<file path="config.mk">
export PLATFORM = sky130hd
export DESIGN_NAME = rename_ckpt_ctrl
export DESIGN_NICKNAME = d
export VERILOG_FILES = /design/src/rtl/rename_ckpt_ctrl.sv
export SDC_FILE = /design/constraint.sdc
export NUM_CORES = 1
export LEC_CHECK = 0
export ABC_AREA = 1
export BUFFER_PORTS_ARGS = -buffer_cell sky130_fd_sc_hd__buf_4
export CORE_UTILIZATION = 48
export DETAILED_ROUTE_END_ITERATION = 12
export GPL_TIMING_DRIVEN = 0
export PLACE_DENSITY_LB_ADDON = 0.1
export SYNTH_ARGS = -nofsm -noshare
export SYNTH_HDL_FRONTEND = slang
export SYNTH_SLANG_ARGS = --single-unit
</file>
<file path="constraint.sdc">
create_clock -name clk -period 2.5 [get_ports clk]
set_clock_uncertainty 0.15 [all_clocks]
set_input_delay 0.5 -clock clk [delete_from_list [all_inputs] [get_ports clk]]
set_output_delay 0.5 -clock clk [all_outputs]
set_load 0.03 [all_outputs]
</file>
<file path="src/rtl/rename_ckpt_ctrl.sv">
`default_nettype none
// ============================================================================
// Module      : rename_ckpt_ctrl
// Description : Branch checkpoint controller for the rename stage. Allocates
//               a map-snapshot slot per renamed branch, retires the oldest
//               slot on a correct prediction and sequences mispredict
//               recovery (one-cycle restore pulse, then a drain window).
// Revision    : 1.0 - initial release
// ============================================================================
module rename_ckpt_ctrl #(
  parameter int NUM_CKPT     = 4,
  parameter int TAG_W        = $clog2(NUM_CKPT),
  parameter int FLUSH_CYCLES = 2
) (
  input  logic                          clk,
  input  logic                          rst_i,
  input  logic                          br_valid_i,
  output logic                          br_accept_o,
  output logic                          snap_we_o,
  output logic [TAG_W-1:0]              snap_tag_o,
  input  logic                          br_result_valid_i,
  input  logic                          br_result_hit_i,
  output logic                          restore_o,
  output logic [TAG_W-1:0]              restore_tag_o,
  output logic                          stall_o,
  output logic [$clog2(NUM_CKPT+1)-1:0] ckpt_count_o,
  output logic                          underflow_o
);

  localparam int CNT_W = $clog2(NUM_CKPT + 1);
  localparam logic [CNT_W-1:0] c_num_ckpt = CNT_W'(NUM_CKPT);
  // Drain counter reload; FLUSH_CYCLES==0 skips DRAIN entirely so the value is unused then
  localparam logic [3:0] c_drain_load = (FLUSH_CYCLES > 0) ? 4'(FLUSH_CYCLES - 1) : 4'd0;

  typedef enum logic [1:0] {
    S_IDLE    = 2'd0,
    S_RESTORE = 2'd1,
    S_DRAIN   = 2'd2
  } state_t;

  state_t           r_state, w_state_nxt;
  logic [3:0]       r_drain, w_drain_nxt;
  logic [TAG_W-1:0] r_head, r_tail, r_restore_tag;
  logic [CNT_W-1:0] r_count;
  logic             r_restore, r_underflow;

  logic w_idle, w_full, w_empty, w_miss, w_hit, w_accept, w_uf_evt;

  // Grant, stall and result classification from the pre-update state
  always_comb begin
    w_idle   = (r_state == S_IDLE);
    w_full   = (r_count == c_num_ckpt);
    w_empty  = (r_count == '0);
    w_miss   = br_result_valid_i & ~br_result_hit_i & w_idle & ~w_empty;
    w_hit    = br_result_valid_i &  br_result_hit_i & w_idle & ~w_empty;
    w_uf_evt = br_result_valid_i & w_idle & w_empty;
    w_accept = br_valid_i & w_idle & ~w_full & ~w_miss;
  end

  // Recovery sequencer next-state: RESTORE for one cycle, then the drain window
  always_comb begin
    w_state_nxt = r_state;
    w_drain_nxt = r_drain;
    case (r_state)
      S_IDLE: begin
        if (w_miss) w_state_nxt = S_RESTORE;
      end
      S_RESTORE: begin
        if (FLUSH_CYCLES == 0) begin
          w_state_nxt = S_IDLE;
        end else begin
          w_state_nxt = S_DRAIN;
          w_drain_nxt = c_drain_load;
        end
      end
      S_DRAIN: begin
        if (r_drain == 4'd0) w_state_nxt = S_IDLE;
        else                 w_drain_nxt = r_drain - 4'd1;
      end
      default: begin
        w_state_nxt = S_IDLE;
        w_drain_nxt = 4'd0;
      end
    endcase
  end

  // State register for the recovery sequencer
  always_ff @(posedge clk) begin
    if (rst_i) begin
      r_state <= S_IDLE;
      r_drain <= 4'd0;
    end else begin
      r_state <= w_state_nxt;
      r_drain <= w_drain_nxt;
    end
  end

  // Checkpoint ring pointers, occupancy, restore pulse and sticky underflow
  always_ff @(posedge clk) begin
    if (rst_i) begin
      r_head        <= '0;
      r_tail        <= '0;
      r_count       <= '0;
      r_restore     <= 1'b0;
      r_restore_tag <= '0;
      r_underflow   <= 1'b0;
    end else begin
      r_restore <= w_miss;
      if (w_uf_evt) r_underflow <= 1'b1;
      if (w_miss) begin
        // Squash every younger checkpoint: the ring restarts just past the missed slot
        r_restore_tag <= r_head;
        r_head        <= r_head + TAG_W'(1);
        r_tail        <= r_head + TAG_W'(1);
        r_count       <= '0;
      end else begin
        if (w_accept) r_tail <= r_tail + TAG_W'(1);
        if (w_hit)    r_head <= r_head + TAG_W'(1);
        r_count <= r_count + CNT_W'(w_accept) - CNT_W'(w_hit);
      end
    end
  end

  assign br_accept_o   = w_accept;
  assign snap_we_o     = w_accept;
  assign snap_tag_o    = r_tail;
  assign restore_o     = r_restore;
  assign restore_tag_o = r_restore_tag;
  assign stall_o       = w_full | ~w_idle | w_miss;
  assign ckpt_count_o  = r_count;
  assign underflow_o   = r_underflow;

endmodule
`default_nettype wire

</file>
==> results of run 1 <==
[cell type report]
class	instances	area (sq um)
inverters	24	92.6
flip-flops and latches	17	343
repair buffers	19	143
multi-input cells	90	556
plain buffers	3	30.0
fillers	185	718
well taps	27	33.8
clock buffers	4	26.3
[worst max-delay path by stage]
stage | startpoint | to | slack [ns]
floorplan | r_state[0]$_SDFFE_PP0P_ | ckpt_count_o[2]$_SDFF_PP0_ | 0.02
global placement | r_state[0]$_SDFFE_PP0P_ | ckpt_count_o[2]$_SDFF_PP0_ | -0.18
detailed placement | r_state[0]$_SDFFE_PP0P_ | ckpt_count_o[2]$_SDFF_PP0_ | -0.24
CTS | r_state[1]$_SDFFE_PP0P_ | ckpt_count_o[2]$_SDFF_PP0_ | 0.02
global route | r_state[1]$_SDFFE_PP0P_ | snap_we_o | 0.008
finish | r_state[0]$_SDFFE_PP0P_ | snap_we_o | 0.1
[per-layer routing]
| metal | vias up | part of all wire | global-route usage |
|---|---|---|---|
| li1 | 459 | - | - |
| met1 | 390 | 0.48 | 0.239 |
| met2 | 18 | 0.49 | 0.299 |
| met3 | 2 | 0.030 | 0.0500 |
| met4 | 0 | 0.0063 | 0.0629 |
| met5 | - | 0 | 0 |
[repair_timing]
item / in CTS / in global routing
gates resized for setup: 4 / 7
setup buffers: 1 / 2
pin swaps: 0 / 2
endpoints found under the hold margin: 0 / 0
endpoints found under the setup margin: 3 / 2
[registers in the layout (all words and copies together) (netlist names)]
| register | cells |
|---|---|
| r_state | 2 |
| restore_o | 1 |
| underflow_o | 1 |
| r_head | 2 |
| ckpt_count_o | 3 |
| r_drain | 4 |
| snap_tag_o | 2 |
| restore_tag_o | 2 |
[report_power, final]
| part | total (mW) | internal (mW) | switching [mW] | leakage [nW] |
|---|---|---|---|---|
| sequential | 0.432 | 0.354 | 0.0785 | 0.140 |
| clock | 0.149 | 0.0619 | 0.0875 | 0.0150 |
| combinational | 0.883 | 0.369 | 0.514 | 0.455 |
| total | 1.46 | 0.785 | 0.680 | 0.610 |
[worst reg2reg max path, cell delays in order, from the launching register on]
cell and delay (ns):
dfxtp_2 0.35, inv_2 0.09, ha_4 0.15, nand2_1 0.08
a21oi_2 0.12, inv_1 0.05, nor2_1 0.11, ha_1 0.23
inv_1 0.06, ha_1 0.12, inv_1 0.05, fa_2 0.33
or2_4 0.25, a21oi_2 0.11
[through the flow]
step                cell area (sq um)  cells   util
floorplan                         991    134      -
global placement                 1140    177  0.590
detailed placement               1140    177  0.590
CTS                              1190    182  0.615
global route                     1220    184  0.630
finish                           1220    184  0.630
[cell usage after synthesis]
cell type and count:
nand2_1 27, nand2_2 4, inv_1 22, inv_2 2, o21a_1 1, nor2_1 14
buf_4 1, nand3_1 10, or2_2 1, a21oi_1 7, nand4_1 3, xnor2_1 2
xor2_1 1, o21ai_2 1, dfxtp_1 17, ha_1 8, nor2_4 3, buf_6 2
nor3_1 1, fa_1 1, nand3b_1 1, o21ai_0 5
[cells by family after synthesis]
group,share of synthesized area
buffers and inverters,0.122
XOR/XNOR,0.0267
AND/OR/NAND/NOR,0.305
adder cells (fa/ha/maj),0.122
flip-flops,0.346
AO/OA/AOI/OAI,0.0776
==> flow_summary.yaml, run 1 <==
grt:
  grt_usage: 0.186
  antenna_found_initial: 0
  grt_overflow: 0
  grt_first_pass_wirelength_mm: 2.95
  grt_max_degree: 11
  grt_pass1_vias: 743
floorplan:
  core_sq_um: 1940
  die_h_microns: 47.3
  dieArea_sq_um: 2230
  die_width_microns: 47.3
  rows: 16
  ioPinCount: 17
  start_util: 0.506
clock_tree:
  tritoncts: "done"
  h-tree-depth: 1
  cts.path.max_buffers: 2
  root_buffer: "clkbuf_4"
  worst_skew_pair.late_latency_ns: 0.28
  clock-sinks: 17
  cts_buffers: 3
  path_clk_slew_ns: 0.10
  hold_buffers: 0
final_layout:
  diodes: 0
  final_cell_mix: "nand2_1, inv_1, buf_4"
  syn_to_final_growth_pct: 24.4
  drive_gt1_frac: 0.287
  mostFrequentLayoutCell: "nand2_1"
  nNetsFinal: 172
timing:
  setup_ws_ns: 0.0979
  min_period_over_period: 0.961
  fin_crit_ns: 2.40
  hold-worst-slack_ns: 0.248
  worstMarginPinSlew_ns: 0.262
  fin_tns_setup_ns: 0
  fmaxAchievable_mhz: 416
  finalHoldViolations: 0
  rsz0062_at_grt: "false"
  finalSetupViolCount: 0
  slew_viol_final: 0
  relSlewSlack: 0.825
setup_path:
  crit_buf_inv: 6
  reg2reg_to: "ckpt_count_o[2]$_SDFF_PP0_"
  crit_required_ns: 1.85
  path_class: "reg2out"
  crit_top_cell: "buf_4"
  crit_cells: 10
  cp-end-kind: "output pin"
  crit_family: "buffers and inverters"
  crit_path_max_fanout: 4
  startpoint_type: "flop"
  reg2regPathDepth: 13
  r2r_start: "r_state[0]$_SDFFE_PP0P_"
  path_cells: "inv_2 -> ha_4 -> buf_4 -> buf_4 -> nand2_1 -> inv_1 -> nand2_1 -> nor2_4 -> buf_4 -> buf_4"
  critPathArrivalTime_ns: 1.75
  crit_slowest_cell: "dfxtp_2"
  regToRegSetupSlack_ns: 0.21
  slowest_delay_ns: 0.36
power_and_ir_drop:
  power_mw: 1.46
  vdd_ir_drop_max_mv: 0.809
  leakage_nw: 0.610
  powerDensity_nw_per_um2: 1200
job:
  max_cap_viol_count: 0
route:
  firstDrtPassIters: 4
  drt_iter0_drc: 19
  vias: 869
  drc: 0
  ant_nets: 0
  wl_per_cell_microns: 10.3
  drt-total-wl_mm: 1.90
  vias_per_cell: 4.72
logic_synthesis:
  syn_nets: 148
  yosys_warnings: 0
  synth_top_area_frac: 0.346
  yosysUniqueCellTypes: 22
  synthesis.area_sq_um: 983
  yosys.area.top_type: "dfxtp_1"
  synth_cells: 134
  ys_ff_latch: 17
  ys_seq_area_frac: 0.346
  yosys-top-cells-area: "dfxtp_1, nand2_1, ha_1"
  avgSynthCellArea_sq_um: 7.34
min_path:
  min_path_type: "in2reg"
  hold_path_depth: 2
  min_to: "restore_o$_SDFF_PP0_"
  min_from: "rst_i"
placed_design:
  dpl.hpwl_mm: 1.43
  dpl_worst_slack_ns: -0.244
  port-buffer-count: 16
  gp_congestion: 0.691
run_status:
  status: "completed"
(Power assumes the default switching activity.)
==> run 2: changes to the inputs <==
Settings changed: CORE_MARGIN set to 1.5, MAX_ROUTING_LAYER set to met4.
==> flow_summary.yaml, run 2 (synthesis results as in run 1) <==
run_status:
  status: "completed"
placed_design:
  gp_congestion: 0.691
  dpl.hpwl_mm: 1.53
  dpl_worst_slack_ns: -0.293
  place_area_sq_um: 1140
  port-buffer-count: 16
timing:
  fmaxAchievable_mhz: 413
  min_period_over_period: 0.968
  finalHoldViolations: 0
  slew_viol_final: 0
  relSlewSlack: 0.820
  worstMarginPinSlew_ns: 0.270
  fin_crit_ns: 2.42
  setup_ws_ns: 0.0808
  finalSetupViolCount: 0
floorplan:
  die_h_microns: 48.3
  core_sq_um: 1940
  start_util: 0.506
  rows: 16
  dieArea_sq_um: 2330
  ioPinCount: 17
  die_width_microns: 48.3
power_and_ir_drop:
  powerDensity_nw_per_um2: 1210
  vdd_ir_drop_max_mv: 0.811
  leakage_nw: 0.628
grt:
  grt_max_degree: 11
  grt_pass1_vias: 764
  antenna_found_initial: 0
  grt_overflow: 0
  grt_first_pass_wirelength_mm: 3.04
  grt_usage: 0.193
final_layout:
  syn_to_final_growth_pct: 27.2
  drive_gt1_frac: 0.311
  final_cell_area_sq_um: 1250
  final_util: 0.644
  final_cell_mix: "nand2_1, buf_4, inv_1"
  largest_reg_flops: 4
  regMostFlops: "r_drain"
  diodes: 0
  nNetsFinal: 176
  mostFrequentLayoutCell: "nand2_1"
route:
  ant_nets: 0
  drt_iter0_drc: 8
  vias: 916
  wl_per_cell_microns: 11.4
  drt-total-wl_mm: 2.15
  firstDrtPassIters: 4
  vias_per_cell: 4.87
  drc: 0
setup_path:
  critPathArrivalTime_ns: 2.50
  startpoint_type: "flop"
  slowest_delay_ns: 0.34
  crit_slowest_cell: "dfxtp_2"
  crit_required_ns: 2.58
  regToRegSetupSlack_ns: 0.08
  path_class: "reg2reg"
  cp-end-kind: "flop"
  path_cells: "inv_2 -> ha_4 -> nand2_2 -> a21oi_2 -> inv_1 -> nor2_1 -> ha_1 -> inv_1 -> ha_1 -> inv_1 -> fa_2 -> or2_2 -> a21oi_2"
  crit_path_max_fanout: 4
  crit_top_cell: "inv_1"
clock_tree:
  root_buffer: "clkbuf_4"
  tritoncts: "done"
  cts_buffers: 3
  worst_skew_pair.late_latency_ns: 0.28
  h-tree-depth: 1
  path_clk_slew_ns: 0.10
  clock-sinks: 17
  cts.path.max_buffers: 2
  hold_buffers: 0
min_path:
  min_path_type: "in2reg"
job:
  max_cap_viol_count: 0
-- run 2: changes by cell type in the layout (fill, tap and decap cells not counted) --
cell and delta:
inv_4 -1, inv_2 +1, buf_4 +4, or2_4 -1, nand2_1 -1, nand2_2 +1, or2_2 +1
-- run 2: final timing paths --
path,startpoint,endpoint,depth (start not counted)
worst min register to register,restore_tag_o[1]$_SDFFE_PP0P_,restore_tag_o[1]$_SDFFE_PP0P_,2
worst min-delay path,rst_i,restore_o$_SDFF_PP0_,2
worst max register to register,r_state[1]$_SDFFE_PP0P_,ckpt_count_o[2]$_SDFF_PP0_,13
worst max-delay path,r_state[1]$_SDFFE_PP0P_,ckpt_count_o[2]$_SDFF_PP0_,13
-- run 2: through the flow --
step,power [mW],TNS (ns),instances,hold slack (ns)
2_1_floorplan,1.04,0,134,0.298
3_3_place_gp,1.22,-0.177,177,0.307
3_5_place_dp,1.25,-0.368,177,0.312
4_1_cts,1.44,0,182,0.238
5_1_grt,1.63,-0.00616,188,0.234
6_report,1.51,0,188,0.246
-- run 2: final cells by class --
class | instances | area (sq um)
fill | 170 | 691
multi-input combinational | 90 | 556
sequential | 17 | 343
timing repair buffer | 23 | 173
inverter | 24 | 90.1
tap | 27 | 33.8
buffer | 3 | 30.0
clock buffer | 4 | 26.3
-- run 2: where the power goes --
group / switching, mW / internal, mW
sequential: 0.0780 / 0.354
clock: 0.0876 / 0.0619
combinational: 0.540 / 0.389
total: 0.706 / 0.805
-- run 2: repair_timing --
action / in CTS / in global routing
setup endpoints to repair: 3 / 2
gates resized for setup: 5 / 5
pin swaps: 0 / 1
setup buffers: 1 / 6
-- run 2: metal layers --
layer,vias up,GRT usage,wire (microns)
met5,-,-,0
met4,0,0.0919,16
met3,2,0.0370,72
met2,17,0.308,1140
met1,429,0.232,926
li1,468,-,-
-- run 2: critical path: cells and delay by family (launching register included) --
| kind | cells | cell delay [ns] |
|---|---|---|
| compound gates | 2 | 0.28 |
| fa+ha+maj | 4 | 0.86 |
| buf+inv | 4 | 0.26 |
| flops | 1 | 0.34 |
| simple gates | 3 | 0.47 |
==> run 3: changes to the inputs <==
Settings changed: CORE_UTILIZATION 48 to 30.
==> flow_summary.yaml, run 3 (synthesis results as in run 1) <==
clock_tree:
  path_clk_slew_ns: 0.11
  root_buffer: "clkbuf_4"
  worst_skew_pair.late_latency_ns: 0.29
  cts.path.max_buffers: 2
  hold_buffers: 0
  cts_buffers: 3
  clock-sinks: 17
  tritoncts: "done"
  h-tree-depth: 1
final_layout:
  syn_to_final_growth_pct: 26.7
  final_cell_area_sq_um: 1250
  largest_reg_flops: 4
  mostFrequentLayoutCell: "nand2_1"
  nFillCells: 329
  drive_gt1_frac: 0.287
  diodes: 0
  nNetsFinal: 172
  final_cell_mix: "nand2_1, inv_1, buf_4"
  regMostFlops: "r_drain"
power_and_ir_drop:
  vdd_ir_drop_max_mv: 0.465
  powerDensity_nw_per_um2: 1170
  switching_power_mw: 0.681
  p_comb_frac: 0.598
  internal_power_mw: 0.780
  sw_frac_of_total: 0.466
  leakage_nw: 0.608
  p_seq_frac: 0.298
  power_mw: 1.46
  p_clk_frac: 0.105
timing:
  finalHoldViolations: 0
  setup_ws_ns: 0.139
  finalSetupViolCount: 0
  fin_crit_ns: 2.36
  slew_viol_final: 0
  relSlewSlack: 0.818
  min_period_over_period: 0.945
  fmaxAchievable_mhz: 423
  worstMarginPinSlew_ns: 0.272
  rsz0062_at_grt: "false"
floorplan:
  rows: 20
  ioPinCount: 17
  dieArea_sq_um: 3630
  die_width_microns: 60.3
  core_sq_um: 3080
  start_util: 0.320
  die_h_microns: 60.3
setup_path:
  crit_buf_inv: 6
  critPathArrivalTime_ns: 1.71
  crit_slowest_cell: "dfxtp_1"
  crit_path_max_fanout: 10
  path_class: "reg2out"
  cp-end-kind: "output pin"
  crit_family: "buffers and inverters"
  path_cells: "inv_2 -> ha_4 -> inv_2 -> nor2_4 -> nand2_2 -> buf_6 -> inv_2 -> nor2_4 -> buf_4 -> buf_4"
  crit_required_ns: 1.85
  crit_top_cell: "inv_2"
  startpoint_type: "flop"
  slowest_delay_ns: 0.38
placed_design:
  place_area_sq_um: 1170
  dpl_worst_slack_ns: -0.245
  dpl.hpwl_mm: 1.48
  port-buffer-count: 16
  gp_congestion: 0.677
route:
  firstDrtPassIters: 4
  vias: 885
  drt_iter0_drc: 25
  drt-total-wl_mm: 1.97
  met2_length_microns: 887
  wl_met3_microns: 67
  vias_per_cell: 4.40
  drc: 0
  ant_nets: 0
  top_layer_used: "met4"
  wl_met1_microns: 991
  wl_per_cell_microns: 9.82
job:
  max_cap_viol_count: 0
grt:
  grt_max_degree: 11
  antenna_found_initial: 0
  grt_usage: 0.138
  grt_pass1_vias: 856
  grt_overflow: 0
  grt_first_pass_wirelength_mm: 3.62
min_path:
  min_path_type: "in2reg"
run_status:
  status: "completed"
==> run 3: changes by cell type in the layout (fill, tap and decap cells not counted), sizes merged <==
cell	delta
buf	-4
==> run 3: final timing paths <==
check / end / slack (ns) / cells past startpoint / start
setup / recovery: snap_we_o / 0.14 / 10 / r_state[0]$_SDFFE_PP0P_
hold / removal: restore_o$_SDFF_PP0_ / 0.24 / 2 / rst_i
setup reg to reg: ckpt_count_o[2]$_SDFF_PP0_ / 0.16 / 13 / r_state[1]$_SDFFE_PP0P_
hold reg to reg: restore_tag_o[1]$_SDFFE_PP0P_ / 0.32 / 2 / restore_tag_o[1]$_SDFFE_PP0P_
==> run 3: per-layer routing <==
metal	up-vias	GRT usage
met5	-	-
met4	0	0.0571
met3	4	0.0260
met2	14	0.203
met1	405	0.183
li1	462	-
==> run 3: power by group through the flow <==
| stage | clock (mW) | combinational (mW) | sequential [mW] |
|---|---|---|---|
| 2_1_floorplan | 0 | 0.536 | 0.503 |
| 3_3_place_gp | 0 | 0.798 | 0.431 |
| 3_5_place_dp | 0 | 0.808 | 0.435 |
| 4_1_cts | 0.164 | 0.844 | 0.430 |
| 5_1_grt | 0.179 | 0.988 | 0.449 |
| 6_report | 0.153 | 0.873 | 0.435 |
==> run 3: timing repair <==
action / in CTS / in global routing
pin swaps: 0 / 1
gates resized for setup: 3 / 8
endpoints found under the setup margin: 3 / 2
setup buffers: 1 / 2
==> run 3: cell type report <==
cell class	count	area, sq um	share of cell area
buffer	3	30.0	0.0241
clock buffer	4	26.3	0.0211
inverter	24	92.6	0.0743
multi-input combinational	90	556	0.446
sequential	17	344	0.276
tap	44	55.1	0.0442
timing repair buffer	19	143	0.114
==> run 3: per-stage QoR <==
stage	TNS, ns	hold WS [ns]	std cells	utilization
floorplan	0	0.298	134	-
global placement	-0.272	0.307	194	0.379
detailed placement	-0.282	0.309	194	0.379
CTS	0	0.231	199	0.395
global route	0	0.218	201	0.405
finish	0	0.239	201	0.405
